--- config.mk ---
export PLATFORM = sky130hd
export DESIGN_NAME = hazard_ctrl
export DESIGN_NICKNAME = d
export VERILOG_FILES = /design/src/rtl/hazard_ctrl.sv
export SDC_FILE = /design/constraint.sdc
export NUM_CORES = 1
export LEC_CHECK = 0
export ABC_AREA = 1
export BUFFER_PORTS_ARGS = -buffer_cell sky130_fd_sc_hd__buf_2
export CAP_MARGIN = 40
export CORE_UTILIZATION = 45
export CTS_CLUSTER_SIZE = 12
export DETAILED_ROUTE_END_ITERATION = 6
export PLACE_DENSITY = 0.81
export SLEW_MARGIN = 5
export SYNTH_ARGS = -nofsm -noshare
export SYNTH_HDL_FRONTEND = slang
export SYNTH_SLANG_ARGS = --single-unit
--- constraint.sdc ---
create_clock -name clk -period 4.3 [get_ports clk]
set_clock_uncertainty 0.05 [all_clocks]
set_input_delay 0.43 -clock clk [delete_from_list [all_inputs] [get_ports clk]]
set_output_delay 0.43 -clock clk [all_outputs]
set_load 0.01 [all_outputs]
--- src/rtl/hazard_ctrl.sv ---
// hazard_ctrl: turns the ID-stage hazard code into PC/IF-ID hold, IF-ID flush
// and ID/EX bubble strobes, registers the EX operand forwarding selects, runs
// the one-cycle load-use stall (with the follow-up MEM/WB forward the detector
// cannot see), and keeps saturating stall/flush debug counters.
module hazard_ctrl #(
    parameter int STALL_CW = 16
) (
    input  logic                clk,
    input  logic                reset,
    input  logic [5:0]          outtype,
    input  logic                valid_d,
    input  logic [4:0]          rs_d,
    input  logic [4:0]          rt_d,
    input  logic [4:0]          ld_dst_e,
    input  logic                branch_taken_e,
    output logic                pc_en,
    output logic                ifid_en,
    output logic                ifid_flush,
    output logic                idex_bubble,
    output logic [1:0]          fwd_a_e,
    output logic [1:0]          fwd_b_e,
    output logic [STALL_CW-1:0] stall_cnt,
    output logic [STALL_CW-1:0] flush_cnt
);

    localparam logic [5:0]          LOAD_USE = 6'b111111;
    localparam logic [STALL_CW-1:0] CNT_ONE  = {{(STALL_CW-1){1'b0}}, 1'b1};

    // Forwarding select encodings shared by both operand muxes.
    localparam logic [1:0] SEL_RF  = 2'b00;
    localparam logic [1:0] SEL_MEM = 2'b01;
    localparam logic [1:0] SEL_WB  = 2'b10;
    localparam logic [1:0] SEL_IMM = 2'b11;

    typedef enum logic {
        RUN   = 1'b0,
        LDFWD = 1'b1
    } state_t;

    state_t              state_q, state_d;
    logic [1:0]          fwd_a_q, fwd_a_d;
    logic [1:0]          fwd_b_q, fwd_b_d;
    logic [STALL_CW-1:0] stall_cnt_q, stall_cnt_d;
    logic [STALL_CW-1:0] flush_cnt_q, flush_cnt_d;
    logic [4:0]          ld_dst_q, ld_dst_d;

    logic       is_load_use;
    logic       stall_now;
    logic [1:0] code_a;
    logic [1:0] code_b;
    logic [1:0] dec_a;
    logic [1:0] dec_b;
    logic       rs_nz;
    logic       rt_nz;
    logic       rs_hit;
    logic       rt_hit;

    function automatic logic [STALL_CW-1:0] sat_inc(input logic [STALL_CW-1:0] v);
        return (&v) ? v : v + CNT_ONE;
    endfunction

    // The load-use code carries no operand fields, so it decodes as "no forward".
    assign is_load_use = (outtype == LOAD_USE);
    assign code_a      = is_load_use ? 2'b00 : outtype[3:2];
    assign code_b      = is_load_use ? 2'b00 : outtype[1:0];

    assign rs_nz  = (rs_d != 5'd0);
    assign rt_nz  = (rt_d != 5'd0);
    // Match against the load held back by the previous stall; register 0 never forwards.
    assign rs_hit = (rs_d == ld_dst_q) && rs_nz;
    assign rt_hit = (rt_d == ld_dst_q) && rt_nz;

    // A taken branch squashes the stalled instruction, so it also cancels the stall.
    assign stall_now   = (state_q == RUN) && valid_d && is_load_use && !branch_taken_e;
    assign pc_en       = !stall_now;
    assign ifid_en     = !stall_now;
    assign ifid_flush  = branch_taken_e;
    assign idex_bubble = stall_now || branch_taken_e;

    assign fwd_a_e   = fwd_a_q;
    assign fwd_b_e   = fwd_b_q;
    assign stall_cnt = stall_cnt_q;
    assign flush_cnt = flush_cnt_q;

    // Decode the detector's operand codes with the register-0 guard.
    always_comb begin
        // NOTE: every always_comb output gets a default first so no path can infer a latch.
        dec_a = SEL_RF;
        dec_b = SEL_RF;
        if (code_a == 2'b01 && rs_nz) begin
            dec_a = SEL_MEM;
        end
        if (code_b == 2'b11) begin
            dec_b = SEL_IMM;
        end else if (code_b == 2'b01 && rt_nz) begin
            dec_b = SEL_MEM;
        end
    end

    // Next state, next forwarding selects and counter updates, in priority order.
    always_comb begin
        state_d     = RUN;
        fwd_a_d     = SEL_RF;
        fwd_b_d     = SEL_RF;
        stall_cnt_d = stall_cnt_q;
        flush_cnt_d = flush_cnt_q;
        ld_dst_d    = ld_dst_q;
        if (branch_taken_e) begin
            flush_cnt_d = sat_inc(flush_cnt_q);
        end else if (stall_now) begin
            state_d     = LDFWD;
            ld_dst_d    = ld_dst_e;
            stall_cnt_d = sat_inc(stall_cnt_q);
        end else if (valid_d) begin
            if (state_q == LDFWD) begin
                // The load has moved to WB; the detector only sees EX/MEM, so add the WB forward here.
                fwd_a_d = rs_hit ? SEL_WB : dec_a;
                if (code_b == 2'b11) begin
                    fwd_b_d = SEL_IMM;
                end else begin
                    fwd_b_d = rt_hit ? SEL_WB : dec_b;
                end
            end else begin
                fwd_a_d = dec_a;
                fwd_b_d = dec_b;
            end
        end
    end

    // State, select and counter registers with synchronous reset.
    always_ff @(posedge clk) begin
        // NOTE: sequential state uses non-blocking assignments so every register samples pre-edge values.
        if (reset) begin
            state_q     <= RUN;
            fwd_a_q     <= SEL_RF;
            fwd_b_q     <= SEL_RF;
            stall_cnt_q <= '0;
            flush_cnt_q <= '0;
            ld_dst_q    <= 5'd0;
        end else begin
            state_q     <= state_d;
            fwd_a_q     <= fwd_a_d;
            fwd_b_q     <= fwd_b_d;
            stall_cnt_q <= stall_cnt_d;
            flush_cnt_q <= flush_cnt_d;
            ld_dst_q    <= ld_dst_d;
        end
    end

endmodule

==> out/metrics.cfg <==
[outcome]
status=finished clean

[drt]
wl_per_cell_um=11.4
ant_nets=0
wl_um=6320
wl_met1_um=2940
drc=0
dr_wl_met2_um=2900
wl_met3_um=378
vias_per_cell=4.95
first_pass_iters=4
first_iter_violations=125
vias=2735
highest_layer=met4

[worst_setup_path]
timing.critical_path.cells=inv_1 > nand2_1 > inv_1 > nand3_2 > nor2_1 > inv_1 > buf_2
cp_top_family=simple AND/OR/NAND/NOR gates
start_kind=flip-flop
reg2reg_from=stall_cnt[0]
crit_fanout=12
cp_slowest_cell=nor2_1
required_ns=3.82
crit_arrival_ns=1.95
worst-path-buf-inv=4
worst_path_most_repeated_cell=inv_1
critPathKind=flip-flop to output port
startpoint=state_q
max_stage_delay_ns=0.51
critPathCaptureType=output port

[layout]
final_layout_size_suffix_gt1_frac=0.225
antenna_cells=0
nets=506
fin_area_um2=3080
syn2layout_area_growth_pct=16.0

[timing]
hold_viol=0
whs_ns=0.303
period_share=0.564
tns_ns=0
tightestPinTransition_ns=0.685
period_needed_ns=2.43
fmax_ghz=0.412
slew_headroom=0.543
rsz0062_at_grt=false
timing.final.max_slew_violations=0
setup_viol=0

[synthesis]
ys_seq_elements=42
synth.net_count=446
synthFlopType=dfxtp_1
synth_top_area_share=0.317
yosysUniqueCellTypes=28
async_flop_share=0
synth_seq_area_share=0.317
yosysMostFrequentCell=nand2_1
syn_area_um2=2650
avgSynthCellArea_um2=6.33
synth_edf_count=0
synthTopCellsByCount=nand2_1, nor2_1, dfxtp_1, inv_1, nand3_1
synth_cells=419
yosys_warnings=0
synth_area_leaders=dfxtp_1, nand2_1, nor2_1, inv_1, a21oi_2
synth_area_leader_cell=dfxtp_1

[pwr]
leakagePower_nw=1.33
cellPowerDensity_nw_per_um2=232
power_w=0.000714
irDropWorstVdd_mv=0.121

[floorplan]
num_rows=27
die_h_um=78.8
pin_count=65
dieArea_um2=6210
fp.coreArea_um2=5610
start_util=0.473
die_w_um=78.8

[cts]
htreeDepth=2
cts_buffers=5
cts_sinks=42
ctsResizeCount=0
clock_latency_ns=0.30
path_clk_slew_ns=0.08
cts_max_path_buffers=2
cts_root_buffer=clkbuf_8
tritoncts=done
cts_setup_buffers=0
hold_buffers=0

[global_route]
track_usage=0.213
grt_pass1_wl_um=10700
grt_overflow=0
antenna_found_initial=0
grt_pass1_vias=2452
grt_max_degree=28

[placed_design]
gp_congestion=0.889
place_area_um2=2990
io_buffer_count=64
dpl.hpwl_um=4740

[flow_run]
drv_cap=0

[worst_hold_path]
worstHoldStart=ld_dst_e[3]
hold_path_class=input pin to flip-flop

-- layer usage --
layer,global-route usage,vias to the layer above
li1,-,1440
met1,0.265,1214
met2,0.359,70
met3,0.0460,11
met4,0.0778,0
met5,0,-
-- per-stage QoR --
| stage | util | worst slack (ns) | instances |
|---|---|---|---|
| floorplan | - | 2.64 | 419 |
| global placement | 0.533 | 2.06 | 544 |
| detailed placement | 0.533 | 1.98 | 544 |
| CTS | 0.549 | 1.88 | 552 |
| global route | 0.549 | 1.67 | 552 |
| finish | 0.549 | 1.87 | 552 |
-- registers in the layout, indices dropped and copies added, names as in the netlist --
| name | count |
|---|---|
| fwd_b_e | 2 |
| stall_cnt | 16 |
| ld_dst_q | 5 |
| flush_cnt | 16 |
| state_q | 1 |
| fwd_a_e | 2 |
-- tightest hold or removal path: cells and delay by family --
family / cells / cell delay, ns
buf+inv: 1 / 0.08
simple gates: 2 / 0.12
-- report_power, final --
| part | internal (W) | switching, W |
|---|---|---|
| registers | 0.000391 | 0.00000312 |
| clock network | 0.000130 | 0.000139 |
| logic | 0.0000187 | 0.0000320 |
-- cell families after synthesis --
kind of cell             Yosys count  share of synthesized area
XOR/XNOR                          12                     0.0396
flip-flops                        42                      0.317
AO/OA/AOI/OAI                     45                      0.108
AND/OR/NAND/NOR                  263                      0.434
adder cells (fa/ha/maj)            2                    0.00943
buffers and inverters             55                     0.0915
-- worst paths after layout --
kind,slack [ns],to,depth (start not counted)
max,1.87,pc_en,7
min,0.30,ld_dst_q[3],3
max reg2reg,2.35,stall_cnt[8],8
min reg2reg,0.47,stall_cnt[1],2
-- cell usage in the layout, fill, tap and decap left out, drive strengths merged --
master    n
ha        2
xnor2     5
nand4    11
o211ai    1
nor3      4
nor2     74
nand2   142
buf      64
clkbuf    7
xor2      7
inv      43
nand3    27
clkinv    2
o21ai    15
a21oi    29
dfxtp    42
nand3b    5
-- cell type report --
class | instances | area, um2
clock buffers | 7 | 86.3
clock inverters | 1 | 5.00
fillers | 578 | 2530
inverters | 44 | 166
multi-input cells | 322 | 1570
flip-flops and latches | 42 | 841
well taps | 72 | 90.1
repair buffers | 64 | 320
(Power assumes the default switching activity.)
